## src/rtl/dct_pkg.sv

```systemverilog
// Shared types for the 8x8 2D DCT pipeline (row pass, transpose, column pass).
package dct_pkg;

  localparam int DATA_W = 12;
  localparam int N      = 8;

  typedef logic signed [DATA_W-1:0] coef_t;
  typedef logic [2:0]               idx_t;
  typedef coef_t [N-1:0]            row_t;

endpackage

```

## src/rtl/dct_tpose_bank.sv

```systemverilog
// One 8x8 coefficient array: written a row at a time, read a column at a time.
module dct_tpose_bank
  import dct_pkg::*;
(
  input  logic clk,
  input  logic we,
  input  idx_t wr_row,
  input  row_t wr_data,
  input  idx_t rd_col,
  output row_t rd_data
);

  // Storage is deliberately not reset; bank_full in the top guards every read.
  row_t mem [N];

  always_ff @(posedge clk) begin
    if (we) begin
      mem[wr_row] <= wr_data;
    end
  end

  always_comb begin
    rd_data = '0;
    for (int k = 0; k < N; k++) begin
      rd_data[k] = mem[k][rd_col];
    end
  end

endmodule

```

## src/rtl/dct_transpose_buffer.sv

```systemverilog
// Ping-pong row-to-column transpose between the row and column 1D-DCT passes.
module dct_transpose_buffer
  import dct_pkg::*;
(
  input  logic              i_clk,
  input  logic              i_rst,
  input  logic              i_valid,
  input  logic signed [DATA_W-1:0] i_data0,
  input  logic signed [DATA_W-1:0] i_data1,
  input  logic signed [DATA_W-1:0] i_data2,
  input  logic signed [DATA_W-1:0] i_data3,
  input  logic signed [DATA_W-1:0] i_data4,
  input  logic signed [DATA_W-1:0] i_data5,
  input  logic signed [DATA_W-1:0] i_data6,
  input  logic signed [DATA_W-1:0] i_data7,
  output logic              o_in_ready,
  input  logic              i_out_ready,
  output logic              o_valid,
  output logic signed [DATA_W-1:0] o_data0,
  output logic signed [DATA_W-1:0] o_data1,
  output logic signed [DATA_W-1:0] o_data2,
  output logic signed [DATA_W-1:0] o_data3,
  output logic signed [DATA_W-1:0] o_data4,
  output logic signed [DATA_W-1:0] o_data5,
  output logic signed [DATA_W-1:0] o_data6,
  output logic signed [DATA_W-1:0] o_data7,
  output logic [2:0]        o_col_idx,
  output logic              o_last,
  output logic              o_overflow
);

  logic       wr_bank;
  logic       rd_bank;
  idx_t       wr_row;
  idx_t       rd_col;
  logic [1:0] bank_full;
  logic [1:0] bank_full_nxt;
  logic       wr_en;
  logic       wr_done;
  logic       rd_adv;
  logic       rd_done;
  row_t       in_row;
  row_t       rd_row0;
  row_t       rd_row1;
  row_t       rd_sel;
  row_t       out_row;

  assign in_row = {i_data7, i_data6, i_data5, i_data4,
                   i_data3, i_data2, i_data1, i_data0};

  assign o_in_ready = !bank_full[wr_bank];
  assign wr_en      = i_valid && !bank_full[wr_bank];
  assign wr_done    = wr_en && (wr_row == idx_t'(N - 1));
  assign rd_adv     = bank_full[rd_bank] && (!o_valid || i_out_ready);
  assign rd_done    = rd_adv && (rd_col == idx_t'(N - 1));
  assign rd_sel     = rd_bank ? rd_row1 : rd_row0;

  dct_tpose_bank u_bank0 (
    .clk     (i_clk),
    .we      (wr_en && !wr_bank),
    .wr_row  (wr_row),
    .wr_data (in_row),
    .rd_col  (rd_col),
    .rd_data (rd_row0)
  );

  dct_tpose_bank u_bank1 (
    .clk     (i_clk),
    .we      (wr_en && wr_bank),
    .wr_row  (wr_row),
    .wr_data (in_row),
    .rd_col  (rd_col),
    .rd_data (rd_row1)
  );

  // Set and clear never hit the same bank: a bank being written is never full.
  always_comb begin
    bank_full_nxt = bank_full;
    if (wr_done) begin
      bank_full_nxt[wr_bank] = 1'b1;
    end
    if (rd_done) begin
      bank_full_nxt[rd_bank] = 1'b0;
    end
  end

  always_ff @(posedge i_clk) begin
    if (!i_rst) begin
      wr_bank    <= 1'b0;
      rd_bank    <= 1'b0;
      wr_row     <= '0;
      rd_col     <= '0;
      bank_full  <= 2'b00;
      o_overflow <= 1'b0;
    end else begin
      bank_full <= bank_full_nxt;
      if (wr_en) begin
        wr_row <= wr_row + 3'd1;
        if (wr_done) begin
          wr_bank <= !wr_bank;
        end
      end else if (i_valid) begin
        o_overflow <= 1'b1;
      end
      if (rd_adv) begin
        rd_col <= rd_col + 3'd1;
        if (rd_done) begin
          rd_bank <= !rd_bank;
        end
      end
    end
  end

  // Output register: load on advance, retire on handshake, otherwise hold.
  always_ff @(posedge i_clk) begin
    if (!i_rst) begin
      o_valid   <= 1'b0;
      out_row   <= '0;
      o_col_idx <= '0;
      o_last    <= 1'b0;
    end else if (rd_adv) begin
      o_valid   <= 1'b1;
      out_row   <= rd_sel;
      o_col_idx <= rd_col;
      o_last    <= (rd_col == idx_t'(N - 1));
    end else if (o_valid && i_out_ready) begin
      o_valid <= 1'b0;
    end
  end

  assign o_data0 = out_row[0];
  assign o_data1 = out_row[1];
  assign o_data2 = out_row[2];
  assign o_data3 = out_row[3];
  assign o_data4 = out_row[4];
  assign o_data5 = out_row[5];
  assign o_data6 = out_row[6];
  assign o_data7 = out_row[7];

endmodule

```

## config.mk

```make
export PLATFORM = sky130hd
export DESIGN_NAME = dct_transpose_buffer
export DESIGN_NICKNAME = d
export VERILOG_FILES = /design/src/rtl/dct_pkg.sv /design/src/rtl/dct_tpose_bank.sv /design/src/rtl/dct_transpose_buffer.sv
export SDC_FILE = /design/constraint.sdc
export NUM_CORES = 2
export LEC_CHECK = 0
export BUFFER_PORTS_ARGS = -buffer_cell sky130_fd_sc_hd__buf_2
export CORE_UTILIZATION = 66
export CTS_CLUSTER_DIAMETER = 120
export DETAILED_ROUTE_END_ITERATION = 16
export GPL_TIMING_DRIVEN = 0
export MAX_ROUTING_LAYER = met4
export PLACE_DENSITY_LB_ADDON = 0.3
export SLEW_MARGIN = 5
export SYNTH_ARGS = -nofsm -noshare
export SYNTH_HDL_FRONTEND = slang
export SYNTH_HIERARCHICAL = 1
export SYNTH_SLANG_ARGS = --single-unit
```

## constraint.sdc

```tcl
create_clock -name i_clk -period 18.5 [get_ports i_clk]
set_input_delay 2.775 -clock i_clk [delete_from_list [all_inputs] [get_ports i_clk]]
set_output_delay 2.775 -clock i_clk [all_outputs]
set_load 0.005 [all_outputs]
```

Word-level counts from Yosys, hierarchy flattened

Memories as Yosys holds them, arrays and structs flattened.
Index checks and enable logic that the tools add are counted.

Memories: 2
Register bits: 112
RAM bits: 1,536
Output and inout port bits: 103
Input bits: 100
Logic and storage cells: 99

Memories:

| name        | depth | bits a word | read ports | clocked after Yosys merged registers in | write ports | line                 | source |
|---|---|---|---|---|---|---|---|
| u_bank0.mem | 8     | 96          | 8          | 0                                       | 1           | dct_tpose_bank.sv:14 | `row_t mem [N];` |
| u_bank1.mem | 8     | 96          | 8          | 0                                       | 1           | dct_tpose_bank.sv:14 |  |

Add/sub/neg operators: 2
Reduce and logical (&&, ||, !) cells: 18
Bitwise operators: 4
Order comparisons: 5
Muxes and demuxes: 49
Eq/ne operators: 2

Operators with widths:

| cell                                                                         | number |
|---|---|
| 12-bit binary-select mux with 3-bit select                                   | 16 |
| 12-bit two-way mux                                                           | 16 |
| 96-bit two-way mux                                                           | 1 |
| 1-bit two-way mux                                                            | 12 |
| 1-bit logical AND                                                            | 9 |
| 3-bit by 1-bit adder with 3-bit output, second input constant                | 2 |
| 3-bit == test, second input constant                                         | 2 |
| 2-bit AND reduction                                                          | 3 |
| 1-bit zero test                                                              | 4 |
| 1-bit by 2-bit less-than comparator with 1-bit output, second input constant | 2 |
| 3-bit by 4-bit less-than comparator with 1-bit output, second input constant | 1 |
| 2-bit two-way mux                                                            | 2 |
| 2-bit AND                                                                    | 1 |
| 1-bit demux with 1-bit select                                                | 2 |
| 1-bit greater-or-equal comparator, second input constant                     | 2 |
| 2-bit inverter                                                               | 1 |
| 2-bit bitwise OR                                                             | 1 |
| 2-bit nonzero test                                                           | 1 |
| 1-bit logical OR                                                             | 1 |
| 1-bit inverter                                                               | 1 |

Depth between registers and ports, before layout

Word-level depth: 8
Depth in mapped cells: 7
Depth with buffers taken out: 5

Modules after synthesis

Netlist, hierarchy kept.

Modules (own cells, without submodules):

| module                   | cells each | instances | area an instance (um^2) | sequential area each (um^2) |
|---|---|---|---|---|
| dct_tpose_bank (u_bank0) | 1,123      | 1         | 28,885.2                | 23,062.1 |
| dct_tpose_bank (u_bank1) | 1,123      | 1         | 28,884.0                | 23,062.1 |
| dct_transpose_buffer     | 512        | 1         | 5,352.6                 | 2,242.2 |

Worst setup path before layout

OpenSTA, ideal clock, no wires.

Kind: input port to flip-flop
Start: in i_valid
End: mem u_bank0/mem[0][0] (netlist name) (enable)
Required time: 17,832 ps
Stages on the path: 3
Buffers on the path: 0
Library setup time: 668 ps
Arrival: 9,628 ps
Slack: 8,204 ps
Path through: nor3b_1 -> nand2b_1 -> nor3_1

Word-level cells in the longest chain between the ends: 4

Ends and longest elaborated chain:

| item                                    | line                       | source |
|---|---|---|
| start, declared                         | dct_transpose_buffer.sv:7  | `input logic i_valid,` |
| 1-bit logical AND                       | dct_transpose_buffer.sv:52 | `assign wr_en = i_valid && !bank_full[wr_bank];` |
| 1-bit logical AND                       | dct_transpose_buffer.sv:60 | `.we (wr_en && !wr_bank),` |
| 1-bit two-way mux                       | dct_tpose_bank.sv:17       | `if (we) begin` |
| 1-bit two-way mux (implied by the code) | dct_tpose_bank.sv:18       | `mem[wr_row] <= wr_data;` |
| end, declared                           | dct_tpose_bank.sv:14       |  |

No other way between the ends.

Worst setup path in the final report

Start: in i_valid
End: mem u_bank0/mem[0][21] (netlist name) (enable)

Same word-level chain as after synthesis.

==> flow_summary.json <==
{
  "status": "complete, but fails checks",
  "violations": "capacitance limit, slew limit",
  "rsz0062_at_grt": "false",
  "p_leak_nw": 22.25,
  "synth-edff-count": 1536,
  "grt_usage_pct": 40.26,
  "yosys-top-cells-area": "edfxtp_1 73%, mux4_2 14%, dfxtp_1 3.6%, mux2_2 3.4%, mux2i_1 1.7%",
  "grt_pass1_vias": 34420,
  "coreArea_um2": 94870,
  "ff2ff_path_depth": 8,
  "numPlacedInstances": 4291,
  "vias_per_cell": 7.460,
  "hp-class": "flop to flop",
  "syn_nets": 2862,
  "drt_iter0_drc": 6140,
  "critPathRequiredTime_ns": 18.96,
  "synth_cell_types": 32,
  "cts_root_buf": "clkbuf_16",
  "skew_ns": 0.01661,
  "ir_worst_vdd_mv": 0.07702,
  "final_cell_area_um2": 71840,
  "synth_top_area_cell": "edfxtp_1",
  "cts_resized": 0,
  "placed_area_um2": 66850,
  "cpMostUsedCell": "buf_4",
  "finalCritPeriodShare_pct": 31.01,
  "ys_seq_area_share_pct": 76.62,
  "ys.flop_type": "edfxtp_1",
  "die_h_um": 311.3,
  "htreeDepth": 4,
  "ant_nets": 0,
  "path_buf_inv": 6,
  "yosys_warnings": 6,
  "finalCriticalPeriod_ns": 5.737,
  "max-cap-violations": 3,
  "totalPowerFinal_mw": 7.420,
  "cp-end-kind": "flop",
  "holdPathStages": 2,
  "place_congestion": 0.8691,
  "cts_buffer_depth": 3,
  "synthCells": 2758,
  "start_util_pct": 66.54,
  "vias": 34170,
  "num-fill-cells": 4635,
  "critPathMaxFanout": 15,
  "slew_headroom_pct": -4.012,
  "grt-ovfl-total": 0,
  "wl_per_cell_um": 40.52,
  "finalNonFillerCells": 4581,
  "path_depth": 9,
  "fin_nets": 3289,
  "rows": 113,
  "fin_tns_setup_ns": 0,
  "multi_input_area_um2": 13860,
  "hold_viol_final": 0,
  "critical_path_class": "input pin to flop",
  "syn_area_per_cell_um2": 22.89,
  "grt_max_degree": 39,
  "slowest_delay_ns": 0.77,
  "layout-drive-gt1-share_pct": 36.74,
  "syn_area_um2": 63120,
  "antenna_found_initial": 18,
  "finalMaxSlewViolations": 22,
  "max_freq_ghz": 0.1743,
  "dr.pass1.iters": 6,
  "numCtsBuffers": 157,
  "hold_buffers": 0,
  "worst_pin_slew_ns": 1.560,
  "register_area_um2": 48370,
  "synth_top_area_share_pct": 73.07,
  "area_growth_pct": 13.81,
  "async_reset_ff_share_pct": 0,
  "synth-seq-cells": 1648,
  "port_buffers": 202,
  "path_delay_family": "simple AND/OR/NAND/NOR gates",
  "dieArea_um2": 96880,
  "clkTransAtPathRegs_ns": 0.06,
  "power_density_nw_per_um2": 103.3,
  "setup_violations": 0,
  "cts_sinks": 1648,
  "ios": 203,
  "cp_cell_sequence": "buf_2 > nor3b_1 > nand2b_1 > nor3_2 > buf_6 > buf_4 > buf_4 > buf_4 > buf_4",
  "startpoint_type": "input pin",
  "die_x_um": 311.3,
  "clk_latency_ns": 0.78,
  "tritoncts": "yes",
  "routed_wl_um": 185600,
  "drc": 0,
  "cts_setup_buffers": 0,
  "crit_slowest_cell": "nor3_2",
  "hpwl_um": 111600,
  "worstPathArrival_ns": 6.20,
  "grt_pass1_wl_um": 255300
}
cell usage after synthesis (3+ instances only):
master,number
edfxtp_1,1536
mux4_2,384
mux2_2,192
dfxtp_1,112
mux2i_1,105
a21oi_1,97
clkbuf_1,67
a211oi_2,58
buf_6,48
a211oi_1,38
buf_1,30
nand2_1,21
buf_2,20
nor2_1,14
nand2b_1,9
ha_1,4
nor3_1,4
and2_1,3
worst register-to-register path, cell delays in order (launching register included):
cell,delay (ns)
dfxtp_1,0.37
nor3b_1,0.70
nand2b_1,0.47
nor3_2,0.78
buf_6,0.28
buf_4,0.26
buf_4,0.26
buf_4,0.27
buf_4,0.27
layout make-up:
cell class / count / share of cell area [%]
Timing Repair Buffer: 268 / 2.829
Multi-Input combinational cell: 944 / 19.29
Buffer: 165 / 1.404
Inverter: 1 / 0.005225
Clock inverter: 68 / 0.8622
Sequential cell: 1648 / 67.33
Tap cell: 1265 / 2.203
Antenna cell: 9 / 0.03135
Clock buffer: 213 / 6.047
worst paths after layout:
check / to / slack, ns / startpoint
setup / recovery: u_bank0/mem[0][21] / 12.76 / i_valid
hold / removal: o_col_idx[2] / 0.46 / o_col_idx[2]
setup reg to reg: u_bank0/mem[0][21] / 14.52 / wr_bank
hold reg to reg: o_col_idx[2] / 0.46 / o_col_idx[2]
cells in the final DEF (no fill, tap or decap), types with 4 or more instances in the layout:
| master | count |
|---|---|
| mux4_2 | 384 |
| buf_1 | 27 |
| a21oi_1 | 97 |
| clkbuf_1 | 107 |
| nor3_2 | 4 |
| a211oi_2 | 58 |
| buf_12 | 25 |
| a211oi_1 | 38 |
| ha_1 | 4 |
| nor2_4 | 12 |
| clkinv_2 | 24 |
| mux2i_1 | 105 |
| diode_2 | 9 |
| buf_6 | 60 |
| clkinvlp_4 | 5 |
| nand2b_1 | 9 |
| clkinv_1 | 17 |
| dfxtp_1 | 112 |
| buf_2 | 225 |
| clkbuf_16 | 161 |
| bufinv_16 | 7 |
| clkbuf_8 | 12 |
| buf_4 | 20 |
| edfxtp_1 | 1536 |
| mux2_2 | 192 |
| nand2_1 | 21 |
| buf_16 | 8 |
| inv_6 | 7 |
logic make-up after synthesis:
logic type	count (synthesis)	synth area share, %
flip-flops	1648	76.62
multiplexers	682	18.82
AO/OA/AOI/OAI	201	2.458
buffers and inverters	166	1.598
AND/OR/NAND/NOR	57	0.4262
adder cells (fa/ha/maj)	4	0.07929
metal layers:
layer / vias up / track usage, % / part of all wire [%]
met4: 0 / 22.57 / 7.2
met2: 3599 / 60.74 / 47
met5: - / - / 0
li1: 12530 / - / -
met1: 17230 / 49.69 / 31
met3: 815 / 11.47 / 14
flip-flops by register name, indices dropped and copies added, names as in the netlist:
signal	cells
o_data7	12
o_data4	12
o_valid	1
o_col_idx	3
o_data1	12
o_overflow	1
bank_full	2
wr_row	3
o_data6	12
o_data2	12
wr_bank	1
o_last	1
rd_col	3
o_data0	12
u_bank0/mem	768
rd_bank	1
o_data5	12
u_bank1/mem	768
o_data3	12
per-stage QoR:
stage	hold WS [ns]	utilization, %	worst slack [ns]
floorplan	0.4511	-	8.204
global placement	0.4430	69.27	4.732
detailed placement	0.4569	70.47	12.29
CTS	0.4648	75.70	13.08
global route	0.4920	75.71	12.85
finish	0.4602	75.72	12.76
where the power goes:
part	internal, mW	total [mW]	leakage (nW)	switching [mW]
Clock	1.75	3.13	2.43	1.38
Combinational	0.0292	0.164	5.04	0.135
Sequential	4.11	4.12	14.8	0.0134
Total	5.89	7.42	22.2	1.53
(Power assumes the default switching activity.)
